===== config.mk =====
export PLATFORM = sky130hd
export DESIGN_NAME = shift_saturate
export DESIGN_NICKNAME = d
export VERILOG_FILES = /design/src/rtl/shift_saturate.sv
export SDC_FILE = /design/constraint.sdc
export NUM_CORES = 1
export LEC_CHECK = 0
export ABC_AREA = 1
export CORE_MARGIN = 1
export CORE_UTILIZATION = 54
export CTS_BUF_LIST = sky130_fd_sc_hd__clkbuf_16
export CTS_CLUSTER_SIZE = 10
export DETAILED_ROUTE_END_ITERATION = 16
export GPL_TIMING_DRIVEN = 0
export PLACE_DENSITY = 0.85
export SLEW_MARGIN = 30
export SYNTH_ARGS = -nofsm -noshare
export SYNTH_HDL_FRONTEND = slang
export SYNTH_SLANG_ARGS = --single-unit

===== constraint.sdc =====
create_clock -name clk -period 3.4 [get_ports clk]
set_input_delay 0.68 -clock clk [delete_from_list [all_inputs] [get_ports clk]]
set_output_delay 0.68 -clock clk [all_outputs]
set_load 0.1 [all_outputs]

===== src/rtl/shift_saturate.sv =====
// Narrowing stage after the barrel shifter: saturates the wide signed result,
// buffers it in a two-entry skid buffer and counts saturation events.
module shift_saturate #(
    parameter int data_width_in  = 18,
    parameter int data_width_out = 8,
    parameter int count_width    = 16
) (
    input  logic                             clk,
    input  logic                             rst_n,
    input  logic                             inValid,
    output logic                             inReady,
    input  logic signed [data_width_in-1:0]  dataIn,
    output logic                             outValid,
    input  logic                             outReady,
    output logic signed [data_width_out-1:0] dataOut,
    output logic                             satFlag,
    input  logic                             clearCount,
    output logic [count_width-1:0]           satCount
);

    typedef enum logic [1:0] {
        EMPTY = 2'd0,
        ONE   = 2'd1,
        TWO   = 2'd2
    } state_t;

    localparam logic signed [data_width_in-1:0] MaxVal =
        {{(data_width_in-data_width_out+1){1'b0}}, {(data_width_out-1){1'b1}}};
    localparam logic signed [data_width_in-1:0] MinVal =
        {{(data_width_in-data_width_out+1){1'b1}}, {(data_width_out-1){1'b0}}};
    localparam logic [count_width-1:0] CountOne = {{(count_width-1){1'b0}}, 1'b1};

    state_t                            state_q, state_d;
    logic signed [data_width_out-1:0]  mainData_q, skidData_q;
    logic                              mainFlag_q, skidFlag_q;
    logic [count_width-1:0]            count_q, count_d;

    logic signed [data_width_out-1:0]  satData;
    logic                              satHit;
    logic                              accept, pop;
    logic                              loadMain, loadSkid, skidToMain;

    // Clip on the full-width signed value; boundary values pass unflagged.
    always_comb begin
        satData = dataIn[data_width_out-1:0];
        satHit  = 1'b0;
        if (dataIn > MaxVal) begin
            satData = MaxVal[data_width_out-1:0];
            satHit  = 1'b1;
        end else if (dataIn < MinVal) begin
            satData = MinVal[data_width_out-1:0];
            satHit  = 1'b1;
        end
    end

    always_comb begin
        state_d    = state_q;
        loadMain   = 1'b0;
        loadSkid   = 1'b0;
        skidToMain = 1'b0;
        inReady    = (state_q != TWO);
        outValid   = (state_q != EMPTY);
        accept     = inValid & inReady;
        pop        = outValid & outReady;
        case (state_q)
            EMPTY: begin
                if (accept) begin
                    loadMain = 1'b1;
                    state_d  = ONE;
                end
            end
            ONE: begin
                if (accept && pop) begin
                    loadMain = 1'b1;
                end else if (accept) begin
                    loadSkid = 1'b1;
                    state_d  = TWO;
                end else if (pop) begin
                    state_d  = EMPTY;
                end
            end
            TWO: begin
                if (pop) begin
                    skidToMain = 1'b1;
                    state_d    = ONE;
                end
            end
            default: state_d = EMPTY;
        endcase
    end

    // Clear beats increment; the counter parks at all-ones instead of wrapping.
    always_comb begin
        count_d = count_q;
        if (clearCount) begin
            count_d = '0;
        end else if (accept && satHit && !(&count_q)) begin
            count_d = count_q + CountOne;
        end
    end

    always_ff @(posedge clk or negedge rst_n) begin
        if (!rst_n) begin
            state_q    <= EMPTY;
            mainData_q <= '0;
            mainFlag_q <= 1'b0;
            skidData_q <= '0;
            skidFlag_q <= 1'b0;
            count_q    <= '0;
        end else begin
            state_q <= state_d;
            count_q <= count_d;
            if (loadMain) begin
                mainData_q <= satData;
                mainFlag_q <= satHit;
            end else if (skidToMain) begin
                mainData_q <= skidData_q;
                mainFlag_q <= skidFlag_q;
            end
            if (loadSkid) begin
                skidData_q <= satData;
                skidFlag_q <= satHit;
            end
        end
    end

    assign dataOut  = mainData_q;
    assign satFlag  = mainFlag_q;
    assign satCount = count_q;

endmodule


## Word-level counts from Yosys, hierarchy flattened

Index checks and enable logic that the tools add are counted.

- $add $sub $neg: 1
- $lt $le $gt $ge: 2
- Equality and inequality tests: 7
- Mux-type cells: 23
- Bitwise logic cells: 2
- Reduce and logical (&&, ||, !) cells: 10

Operators with widths:

| cell | count |
|---|---|
| 16-bit two-way mux | 2 |
| 8-bit two-way mux | 4 |
| 18-bit by 8-bit > comparator with 1-bit output (second input constant) | 1 |
| 18-bit by 8-bit less-than comparator with 1-bit output (second input constant) | 1 |
| 16-bit by 1-bit adder with 16-bit output (second input constant) | 1 |
| 16-bit AND reduction | 1 |
| 1-bit two-way mux | 10 |
| 2-bit two-way mux | 5 |
| 2-bit != test (second input constant) | 4 |
| 2-bit one-hot mux with 3 select lines | 1 |
| 2-bit nonzero test | 3 |
| 4-bit AND reduction | 1 |
| 1-bit logical AND | 3 |
| 3-bit != test (second input constant) | 1 |
| 1-bit AND | 2 |
| 2-bit by 1-bit equality test with 1-bit output (second input constant) | 1 |
| 2-bit equality test (second input constant) | 1 |
| 2-bit logical NOT | 1 |
| 1-bit one-hot mux with 2 select lines | 1 |
| 1-bit logical NOT | 1 |

- Register bits after elaboration: 36
- Input bits: 23
- Output and inout bits: 27
- Logic and storage cells: 51

## Longest topological paths before layout

- Depth in word-level cells: 7
- Gate-level depth with buffers: 10
- Mapped depth without buffers: 10

## Worst setup path after synthesis

OpenSTA, ideal clock, no wires.

- Path type: register -> register
- Start: register count_q[0] (netlist: satCount[0])
- End: register count_q[15] (netlist: satCount[15])
- Setup time: 0.068 ns
- Arrival: 2.233 ns
- Data required time: 3.332 ns
- Slack: 1.098 ns
- Cell stages (with the launch flop): 11
- Buffers on the path: 1
- Clock period less this slack: 2.302 ns
- Path through: dfrtp_1 > ha_1 > inv_1 > nor2_4 > nand2_2 > nor2_4 > nor2_4 > nand2_8 > buf_6 > nand3_1 > nand2_1

- Longest elaborated chain between the ends: 4
- Elaborated cells between the ends (all ways): 7
- Classes of those cells: 1 x add/sub; 2 x mux; 4 x reduce/logical

Ends and longest elaborated chain:

| item | RTL line | source |
|---|---|---|
| from (decl) | 36 | `logic [count_width-1:0] count_q, count_d;` |
| from (signal assigned) | 112 | `count_q <= count_d;` |
| parallel branches: the longest is 4 deep, another holds 16-bit by 1-bit adder with 16-bit output | - |  |

Several ways; the timed one is not identified. The select of a mux whose other input is x is not followed.
A chain may end at the register's enable or synchronous reset.

## Final worst setup path

- Start: register state_q[1]
- End: output inReady

- Longest elaborated chain between the ends: 1

Ends and longest elaborated chain:

| item | RTL line | source |
|---|---|---|
| from (decl) | 33 | `state_t state_q, state_d;` |
| from (signal assigned) | 111 | `state_q <= state_d;` |
| 2-bit != test | 61 | `inReady = (state_q != TWO);` |
| to (decl) | 11 | `output logic inReady,` |

Every way passes these cells.

==> out/summary.txt <==
Unique cell type count in the Yosys netlist -> 27
Worst Tran Pin Value -> 0.9738 ns
CP required -> 2.72 ns
Die H -> 65.17 um
Initial detailed-routing violation count -> 288
Antenna Cells -> 0
Die ar. -> 0.004246 mm^2
Largest net degree at the start of global routing -> 25
Dpl ws -> 0.9804 ns
NumNets Final -> 388
First-pass GRT wire length -> 9804 um
Initial DRT Pass Iterations -> 7
Post-CTS Setup Repair Bufs -> 0
Top cell type by total area after synthesis -> dfrtp_1
Post-Route WL -> 5692 um
Worst-path fanout max -> 5
Core Rows -> 22
Starting Density -> 0.5755
Final period util -> 0.7827
VDD IR max -> 0.0006000 V
Clock Power Share -> 0.301
Synth top area cells -> dfrtp_1, nand2_1, nor2_1
Top_reg_cell synth -> dfrtp_1
Synth Net Count -> 332
Sw frac -> 0.4127
Fill cells -> 277
Fin cells -> 413
GRT overflow -> 0
Mapped Cells -> 308
Count leader, synth -> nand2_1
Clk_lat worst skew -> 0.28 ns
Status -> finished clean
Syn_area_per_cell -> 6.995 um^2
Setup ws final -> 0.7389 ns
MaxCap Viol Count -> 0
Achievable Freq -> 0.3758 GHz
Setup TNS -> 0 ns
Leak pwr -> 1.310 nW
Portion of total power attributed to combinational logic -> 0.377
TritonCTS clock tree -> built
Yosys warns -> 0
Flop pwr share -> 0.323
Clock sinks -> 36
Antenna Nets Post-Route -> 0
Vias in the first global route -> 2206
RePlAce Congestion -> 0.9003
Vias -> 2285
Buffers on Ports -> 48
Power Density -> 603.6 mW/mm^2
Count of final setup violators -> 0
Max Transition Viols Final -> 0
Tot GR Track Use -> 0.3056
Placed cell area -> 0.002718 mm^2
Type of origin of the critical path -> flip-flop
Root buffer cell -> clkbuf_16
Setup Skew -> 0.004582 ns
Clk slew on worst S/H paths -> 0.06 ns
Relative slew slack -> 0.3488
Reg-to-reg critical path startpoint -> satCount[0]
Fin. Hold Viols -> 0
Commonest cells post-synth -> nand2_1, nor2_1, dfrtp_1
Async S/R FF share, synth -> 1.000
Worst Setup SP -> state_q[1]
Initial antenna violation count -> 0
Switching power -> 0.0007186 W
TritonCTS Buffers -> 5
Placed Instances -> 405
Number of synthesized flops with an enable pin -> 0
Post-synth top area share -> 0.4181
Drt via density -> 5.533
CTS Buffer Depth -> 2
Post-route cell area -> 0.002885 mm^2
Total power -> 0.001741 W
DR DRC count -> 0
Routed length per instance -> 13.78 um
Sequential-to-total area share from yosys stat -> 0.4181
CP Capture Type -> output pin
Layout cells sized above 1 -> 0.07945
Die Span X -> 65.17 um
H-tree Lvls -> 2
Worst hold path class -> primary input to async pin
# IOs -> 50
Area Growth Syn to Fin -> 33.91%
Syn Std Cell Area -> 0.002155 mm^2
Final min period -> 2.661 ns
Post-DP HPWL -> 4067 um
Core ar. -> 0.003744 mm^2
RSZ-0062 raised after global routing -> false
Internal Power -> 0.001023 W
Crit path kind -> flip-flop to output pin
CTS resizes -> 0
CTS Hold Bufs -> 0
Crit path DAT -> 1.98 ns
Synth Register Bits -> 36
[area by class of cell]
class                           instances  area, um^2  share of cell area
Inverter                               20       75.07             0.02602
Multi-Input combinational cell        243        1129              0.3912
Tap cell                               48       60.06             0.02082
Sequential cell                        36       900.9              0.3122
Clock buffer                            5       125.1             0.04337
Clock inverter                          3       42.54             0.01474
Timing Repair Buffer                   49       503.0              0.1743
Buffer                                  9       50.05             0.01735
[power by group through the flow]
stage	clock network, W	logic [W]	registers (W)
after floorplan	0	0.000187	0.000853
after global placement	0	0.000643	0.000564
after detailed placement	0	0.000654	0.000563
after CTS	0.000528	0.000656	0.000560
final	0.000524	0.000656	0.000562
after global routing	0.000548	0.000694	0.000573
[final timing paths]
path	to	cells past startpoint	slack [ns]
worst max register to register	satCount[15]	10	1.46
min in group clk	skidData_q[7]	2	0.48
worst max-delay path	inReady	4	0.74
worst min-delay path	satCount[4]	1	0.31
worst min register to register	skidData_q[7]	2	0.48
max in group asynchronous	satCount[7]	2	2.65
[per-layer routing]
metal | wire length (um) | part of all wire | vias up | track usage
li1 | - | - | 1108 | -
met1 | 2517 | 0.44 | 1083 | 0.3966
met2 | 2811 | 0.49 | 88 | 0.5168
met3 | 304 | 0.053 | 6 | 0.06076
met4 | 58 | 0.010 | 0 | 0.08424
met5 | 0 | 0 | - | 0
[state kept, by name, summed over array words and instances (netlist names)]
name,count
skidData_q,8
skidFlag_q,1
state_q,2
dataOut,8
satCount,16
satFlag,1
[layout by cell type, fill, tap and decap left out]
cell type and instances:
nand2_1 109, nor2_1 55, clkdlybuf4s50_1 47, dfrtp_1 36, nand3_1 30, inv_1 16, nand4_1 14, a31oi_1 8
buf_2 5, o21bai_1 5, clkbuf_16 5, inv_2 3, nor2_2 3, clkbuf_1 3, nor2_4 3, xor2_1 3
o21ai_0 2, a21oi_1 2, nand2_2 2, o21bai_2 1, nand3b_1 1, buf_4 1, nand2_8 1, clkinv_1 1
buf_6 1, xnor2_1 1, o311ai_0 1, o31ai_1 1, ha_1 1, clkinvlp_4 1, clkinv_2 1, bufinv_16 1
buf_16 1
[worst max-delay path, cell delays in order, from the launching register on]
cell	delay, ns
dfrtp_1	0.37
inv_2	0.08
nor2_1	0.05
inv_1	0.07
clkdlybuf4s50_1	1.12
[cell families after synthesis]
kind of cell               after synthesis  share of synthesized area
and+or+nand+nor                        218                     0.4390
DFF                                     36                     0.4181
adders and majority gates                1                   0.005806
buffers and inverters                   29                    0.05807
AOI/OAI and AO/OA                       20                    0.06272
xor gates and xnor gates                 4                    0.01626
[through the flow]
step,hold slack (ns),util
floorplan,0.3844,-
global placement,0.4544,0.7199
detailed placement,0.4642,0.7259
CTS,0.3153,0.7707
global route,0.3246,0.7707
finish,0.3085,0.7707
No activity file was read; power rests on OpenSTA's default activity.
